$ cat src/rtl/rf_write_arbiter_pkg.sv
// Shared types and constants for the register-file write arbiter.
// Holds the arbiter state encoding, default widths and the x0 index.
package rf_write_arbiter_pkg;

    localparam int DATA_W_DEF = 32;
    localparam int ADDR_W_DEF = 5;
    localparam int X0_IDX     = 0;

    typedef enum logic {
        ARB_NORMAL   = 1'b0,
        ARB_FAVOR_MC = 1'b1
    } arb_state_e;

endpackage

$ cat src/rtl/rf_scoreboard.sv
// Pending-write bitmap: set on multi-cycle reservation, cleared on multi-cycle write.
// Updates at the next posedge; hazard lookup is combinational; never stalls.
module rf_scoreboard
    import rf_write_arbiter_pkg::*;
#(
    parameter int ADDR_W = ADDR_W_DEF
) (
    input  logic                 clk,
    input  logic                 rst,
    input  logic                 set_vld_i,
    input  logic [ADDR_W-1:0]    set_addr_i,
    input  logic                 clr_vld_i,
    input  logic [ADDR_W-1:0]    clr_addr_i,
    input  logic [ADDR_W-1:0]    chk_a1_i,
    input  logic [ADDR_W-1:0]    chk_a2_i,
    output logic [2**ADDR_W-1:0] busy_o,
    output logic                 hazard_o
);

    logic [2**ADDR_W-1:0] busy_q;
    logic [2**ADDR_W-1:0] busy_d;

    // Set is applied after clear so a same-cycle re-reservation survives.
    always_comb begin
        busy_d = busy_q;
        if (clr_vld_i) begin
            busy_d[clr_addr_i] = 1'b0;
        end
        if (set_vld_i) begin
            busy_d[set_addr_i] = 1'b1;
        end
        busy_d[X0_IDX] = 1'b0;
    end

    always_ff @(posedge clk or negedge rst) begin
        if (!rst) begin
            busy_q <= '0;
        end else begin
            busy_q <= busy_d;
        end
    end

    assign busy_o   = busy_q;
    assign hazard_o = busy_q[chk_a1_i] | busy_q[chk_a2_i];

endmodule

$ cat src/rtl/rf_write_arbiter.sv
// Arbitrates writeback and multi-cycle writes onto one register-file write port.
// Zero latency (combinational grant); mc is forced after STARVE_LIMIT consecutive losses.
module rf_write_arbiter
    import rf_write_arbiter_pkg::*;
#(
    parameter int DATA_W       = DATA_W_DEF,
    parameter int ADDR_W       = ADDR_W_DEF,
    parameter int STARVE_LIMIT = 4
) (
    input  logic                 clk,
    input  logic                 rst,
    input  logic                 wb_valid,
    input  logic [ADDR_W-1:0]    wb_addr,
    input  logic [DATA_W-1:0]    wb_data,
    output logic                 wb_ready,
    input  logic                 mc_valid,
    input  logic [ADDR_W-1:0]    mc_addr,
    input  logic [DATA_W-1:0]    mc_data,
    output logic                 mc_ready,
    input  logic                 rsv_valid,
    input  logic [ADDR_W-1:0]    rsv_addr,
    input  logic [ADDR_W-1:0]    chk_a1,
    input  logic [ADDR_W-1:0]    chk_a2,
    output logic                 hazard,
    output logic                 rf_we,
    output logic [ADDR_W-1:0]    rf_a3,
    output logic [DATA_W-1:0]    rf_wd,
    output logic [2**ADDR_W-1:0] busy
);

    localparam int CNT_W = (STARVE_LIMIT > 1) ? $clog2(STARVE_LIMIT) : 1;

    arb_state_e       state_q, state_d;
    logic [CNT_W-1:0] starve_cnt_q, starve_cnt_d;
    logic             wb_grant, mc_grant;

    // Grants are gated by reset so nothing reaches the register file while held.
    always_comb begin
        wb_grant = rst & wb_valid & (state_q == ARB_NORMAL);
        mc_grant = rst & mc_valid & ((state_q == ARB_FAVOR_MC) | ~wb_valid);
    end

    always_comb begin
        state_d      = state_q;
        starve_cnt_d = starve_cnt_q;
        case (state_q)
            ARB_NORMAL: begin
                if (mc_valid && !mc_grant) begin
                    if (starve_cnt_q == CNT_W'(STARVE_LIMIT - 1)) begin
                        state_d      = ARB_FAVOR_MC;
                        starve_cnt_d = '0;
                    end else begin
                        starve_cnt_d = starve_cnt_q + CNT_W'(1);
                    end
                end else begin
                    starve_cnt_d = '0;
                end
            end
            ARB_FAVOR_MC: begin
                starve_cnt_d = '0;
                if (mc_grant) begin
                    state_d = ARB_NORMAL;
                end
            end
            default: begin
                state_d      = ARB_NORMAL;
                starve_cnt_d = '0;
            end
        endcase
    end

    always_ff @(posedge clk or negedge rst) begin
        if (!rst) begin
            state_q      <= ARB_NORMAL;
            starve_cnt_q <= '0;
        end else begin
            state_q      <= state_d;
            starve_cnt_q <= starve_cnt_d;
        end
    end

    always_comb begin
        rf_a3 = '0;
        rf_wd = '0;
        if (wb_grant) begin
            rf_a3 = wb_addr;
            rf_wd = wb_data;
        end else if (mc_grant) begin
            rf_a3 = mc_addr;
            rf_wd = mc_data;
        end
        rf_we = (wb_grant | mc_grant) & (rf_a3 != ADDR_W'(X0_IDX));
    end

    assign wb_ready = wb_grant;
    assign mc_ready = mc_grant;

    rf_scoreboard #(
        .ADDR_W (ADDR_W)
    ) u_scoreboard (
        .clk        (clk),
        .rst        (rst),
        .set_vld_i  (rsv_valid),
        .set_addr_i (rsv_addr),
        .clr_vld_i  (mc_grant),
        .clr_addr_i (mc_addr),
        .chk_a1_i   (chk_a1),
        .chk_a2_i   (chk_a2),
        .busy_o     (busy),
        .hazard_o   (hazard)
    );

endmodule

$ cat config.mk
export PLATFORM = sky130hd
export DESIGN_NAME = rf_write_arbiter
export DESIGN_NICKNAME = d
export VERILOG_FILES = /design/src/rtl/rf_write_arbiter_pkg.sv /design/src/rtl/rf_scoreboard.sv /design/src/rtl/rf_write_arbiter.sv
export SDC_FILE = /design/constraint.sdc
export NUM_CORES = 1
export LEC_CHECK = 0
export ABC_AREA = 1
export BUFFER_PORTS_ARGS = -buffer_cell sky130_fd_sc_hd__buf_2
export CORE_ASPECT_RATIO = 1.2
export CORE_MARGIN = 2
export CORE_UTILIZATION = 48
export CTS_BUF_LIST = sky130_fd_sc_hd__clkbuf_2
export CTS_CLUSTER_SIZE = 24
export DETAILED_ROUTE_END_ITERATION = 10
export PLACE_DENSITY = 0.93
export SETUP_SLACK_MARGIN = 0.3
export SYNTH_ARGS = -nofsm -noshare
export SYNTH_HDL_FRONTEND = slang
export SYNTH_HIERARCHICAL = 1
export SYNTH_SLANG_ARGS = --single-unit
$ cat constraint.sdc
create_clock -name clk -period 2.72 [get_ports clk]
set_input_delay 0.408 -clock clk [delete_from_list [all_inputs] [get_ports clk]]
set_output_delay 0.408 -clock clk [all_outputs]
set_load 0.01 [all_outputs]
Word level (Yosys, flattened, before mapping):

Index checks and enable logic that the tools add are counted.
W data, S select, Z words.

* bits in registers: 34
* input bits: 94
* output and inout bits: 73
* logic and storage cells: 50

* add/subtract/negate cells: 1
* $lt $le $gt $ge: 6
* equality and inequality tests: 1
* multiplexer cells: 21
* bitwise operators: 13
* reductions and logical operators: 5

Operators with widths (number)
* $mux W32: 4
* $and A32 B32 Y32: 1
* $not A32 Y32: 1
* $or A32 B32 Y32: 1
* $lt A5 B6 Y1 const B: 4
* $bmux W1 S5: 2
* $demux W1 S5: 2
* $ge A5 B1 Y1 const B: 2
* $mux W5: 2
* $mux W1: 7
* $and A1 B1 Y1: 5
* $reduce_bool A5 Y1: 1
* $mux W2: 2
* $pmux W2 S2: 1
* $logic_and A1 B1 Y1: 3
* $or A1 B1 Y1: 3
* $add A2 B1 Y2 const B: 1
* $eq A2 B2 Y1 const B: 1
* $not A1 Y1: 2
* $pmux W1 S2: 1
* $logic_not A1 Y1: 1

Longest topological paths before layout:

* depth after elaboration: 9
* depth in mapped cells: 11
* mapped depth without buffers: 9

Cells and area by module:

Netlist, hierarchy kept.

Modules (own cells, without submodules)
* rf_scoreboard: instances 1, cells an instance 297, area an instance 2040.7 µm², seq. area each 775.7 µm²
* rf_write_arbiter: instances 1, cells an instance 75, area an instance 573.0 µm², seq. area each 75.1 µm²

Worst setup path after synthesis:

No wires, ideal clock.

* path type: in2out
* start: in chk_a2[0]
* end: out hazard
* arrival time: 1.163 ns
* data required time: 2.312 ns
* slack: 1.149 ns
* stages on the path: 11
* buffers on the path: 2
* cells stage by stage: buf_6 > inv_6 > buf_12 > nand2_2 > nand3_1 > nand3_1 > nand2_1 > nand2_1 > nand3_1 > nand2_1 > nand2_1

* cells in the longest elaborated chain, start to end: 3

Ends and longest elaborated chain
* start, declared: line rf_write_arbiter.sv:23 `input logic [ADDR_W-1:0] chk_a2,`
* $bmux W1 S5: line rf_scoreboard.sv:44 `assign hazard_o = busy_q[chk_a1_i] | busy_q[chk_a2_i];`
* $mux W1 (not written as such): line rf_scoreboard.sv:44
* $or A1 B1 Y1: line rf_scoreboard.sv:44
* end, declared: line rf_write_arbiter.sv:24 `output logic hazard,`

No other way between the ends. The select of a mux whose other input is x is not followed.

Worst setup path in the final report:

* start: reg state_q
* end: out rf_we

* cells in the longest elaborated chain, start to end: 6
* elaborated cells on any way between the ends: 9
* those cells by class: mux (2); bitwise (6); reduce/logical (1)

Ends and longest elaborated chain
* start, declared: line rf_write_arbiter.sv:33 `arb_state_e state_q, state_d;`
* start signal, assigned: line rf_write_arbiter.sv:77 `state_q <= state_d;`
* $or A1 B1 Y1: line rf_write_arbiter.sv:40 `mc_grant = rst & mc_valid & ((state_q == ARB_FAVOR_MC) | ~wb_valid);`
* $and A1 B1 Y1: line rf_write_arbiter.sv:40
* $mux W5: line rf_write_arbiter.sv:88 `end else if (mc_grant) begin`
* $mux W5: line rf_write_arbiter.sv:85 `if (wb_grant) begin`
* $reduce_bool A5 Y1: line rf_write_arbiter.sv:92 `rf_we = (wb_grant | mc_grant) & (rf_a3 != ADDR_W'(X0_IDX));`
* $and A1 B1 Y1 (*): line rf_write_arbiter.sv:92
* end, declared: line rf_write_arbiter.sv:25 `output logic rf_we,`

Mark *: on every way between the ends. The rest lies on a longest branch, timed or not.

==> results.ini <==
[status]
status=complete, no violations

[routing]
wirelength_mm=9.56
wl_per_cell_um=16.1
drc=0
via_count=3403
viasPerCell=5.72
detail-route-antenna-nets=0
drt_iter0_drc=348
drt-pass1-iter-count=6

[power]
cellLeakagePower_uw=0.00193
powerDensity_nw_per_um2=516
ir_worst_vdd_uv=238
total_power_uw=1770

[logic_synthesis]
synth_area_um2=2610
synth_top_family_by_area=simple AND/OR/NAND/NOR gates
syn_nets=467
synth_cells=372
yosys.area_share.simple=0.307
synth_top_cell_by_area=dfrtp_1
synth_edf_count=0
synth-seq-cells=34
ys_types=22
synth-compound-area-share=0.237
avgSynthCellArea_um2=7.03
yosysTopAreaCellShare=0.326
async_flop_share=1.00
synth.most_common_cell=nand3_1
synthTopCellsByArea=dfrtp_1 (33%), nand3_1 (16%), o21ai_0 (12%), nand2_1 (12%), a22o_1 (11%)
yosys_warnings=6
synthMuxAreaShare=0
synthXorXnorAreaFrac=0
synthAdderAreaFrac=0.00479
ys_top_cells_by_count=nand3_1 (82), nand2_1 (81), o21ai_0 (63), inv_1 (40), dfrtp_1 (34)
ys.flop_type=dfrtp_1
ys_seq_area_frac=0.326

[sta]
grt_setup_unrepaired=false
hold_viol_final=0
whs_ps=91.0
min_period_ps=2220
final_max_slew_viol_count=0
fmax_ghz=0.451
setup_tns_ps=0
fin_crit_sh=0.814
setup_viol=0
finalClockSkew_ps=10.4

[placed_design]
gp_congestion=0.959
place_inst=586
port_buffers=165
place_hpwl_mm=7.76

[worst_setup_path]
reg2regPathDepth=5
critPathArrivalTime_ps=1810
path_max_fanout=38
path_class=reg2out
worstSetupStartpointType=flop
end_kind=output port
crit_required_ps=2310

[floorplan]
die_h_um=84.8
fp.dieW_um=71.4
die-area_um2=6050
initial_core_util=0.497
core_um2=5260
top_level_ports=167
rows=29

[final_layout]
instances_no_fill=595
nets=626
num-fill-cells=478
drive_gt1_frac=0.355
syn_to_final_growth_pct=31.3

[clocking]
cts_sinks=34
cts_max_path_buffers=2
cts_root_buf=clkbuf_2
cts_buffers=5
post-cts-setup-buffers=0
tritoncts=built
cts.repair.resized=0
h-tree-depth=2
clkTransAtPathRegs_ps=180
clock_latency_ps=390
cts_hold_buf=0

[grt]
grt_overflow=0
grt_pass1_vias=3226
grt_max_degree=39
antenna_found_initial=1
grt_usage=0.313
grt_pass1_wl_mm=15.0

[run]
drv_cap=0

[hold_path]
hold_path.class=in2async

area by class of cell:
type / instances / area, um^2 / area share
flip-flops and latches: 34 / 851 / 0.248
clock buffers: 6 / 30.0 / 0.00875
well taps: 62 / 77.6 / 0.0226
clock inverters: 2 / 8.76 / 0.00255
repair buffers: 168 / 848 / 0.247
diodes: 1 / 2.50 / 0.000729
multi-input cells: 278 / 1440 / 0.420
inverters: 44 / 173 / 0.0503
worst max-delay path, cell delays in order (launching register included):
cell,delay (ps)
dfrtp_1,460
nor2_2,110
buf_4,330
nand2_1,130
nand2_2,100
nor2_1,50
nand3_1,80
buf_2,160
sequential cells by signal (all words and copies together) (netlist names):
register             cells
u_scoreboard/busy_o     31
state_q                  1
starve_cnt_q             2
report_power, final:
| group | switching [uW] | leakage [uW] | internal (uW) | total (uW) |
|---|---|---|---|---|
| registers | 137 | 0.000402 | 627 | 764 |
| clock network | 170 | 0.0000304 | 63.1 | 233 |
| logic | 448 | 0.00150 | 325 | 773 |
cell families after synthesis:
| group | after synthesis |
|---|---|
| AOI/OAI and AO/OA | 97 |
| other | 1 |
| and+or+nand+nor | 179 |
| adders and majority gates | 1 |
| buffers and inverters | 60 |
| DFF | 34 |
metrics by stage:
step / cell area [um^2] / setup slack, ps / util
2_1_floorplan: 2610 / 1150 / -
3_3_place_gp: 3390 / 794 / 0.644
3_5_place_dp: 3390 / 759 / 0.644
4_1_cts: 3430 / 506 / 0.652
5_1_grt: 3430 / 325 / 0.652
6_report: 3430 / 505 / 0.652
final timing paths:
| path | startpoint | to | slack [ps] |
|---|---|---|---|
| worst min register to register | starve_cnt_q[0]$_DFF_PN0_ | starve_cnt_q[0]$_DFF_PN0_ | 450 |
| min in group clk | mc_valid | starve_cnt_q[0]$_DFF_PN0_ | 290 |
| worst max-delay path | state_q$_DFF_PN0_ | rf_we | 500 |
| worst max register to register | state_q$_DFF_PN0_ | u_scoreboard/busy_o[13]$_DFF_PN0_ | 1120 |
| max in group asynchronous | rst | u_scoreboard/busy_o[19]$_DFF_PN0_ | 2320 |
| worst min-delay path | rst | u_scoreboard/busy_o[14]$_DFF_PN0_ | 90 |
cells in the final DEF (no fill, tap or decap), types with 2 or more instances in the layout:
| cell | Yosys | layout |
|---|---|---|
| buf_2 | 3 | 165 |
| nand3_1 | 82 | 82 |
| nand2_1 | 81 | 81 |
| o21ai_0 | 63 | 63 |
| inv_1 | 40 | 40 |
| dfrtp_1 | 34 | 34 |
| a22o_1 | 32 | 32 |
| nand2_2 | 8 | 8 |
| clkbuf_2 | 0 | 6 |
| nor2_1 | 5 | 4 |
| buf_4 | 5 | 3 |
| inv_2 | 2 | 2 |
per-layer routing:
metal,part of all wire,routed length (um),track usage
met1,0.36,3440,0.390
met2,0.50,4800,0.533
met4,0.031,294,0.123
met5,0,0,0
met3,0.11,1030,0.0582
(Power assumes the default switching activity.)
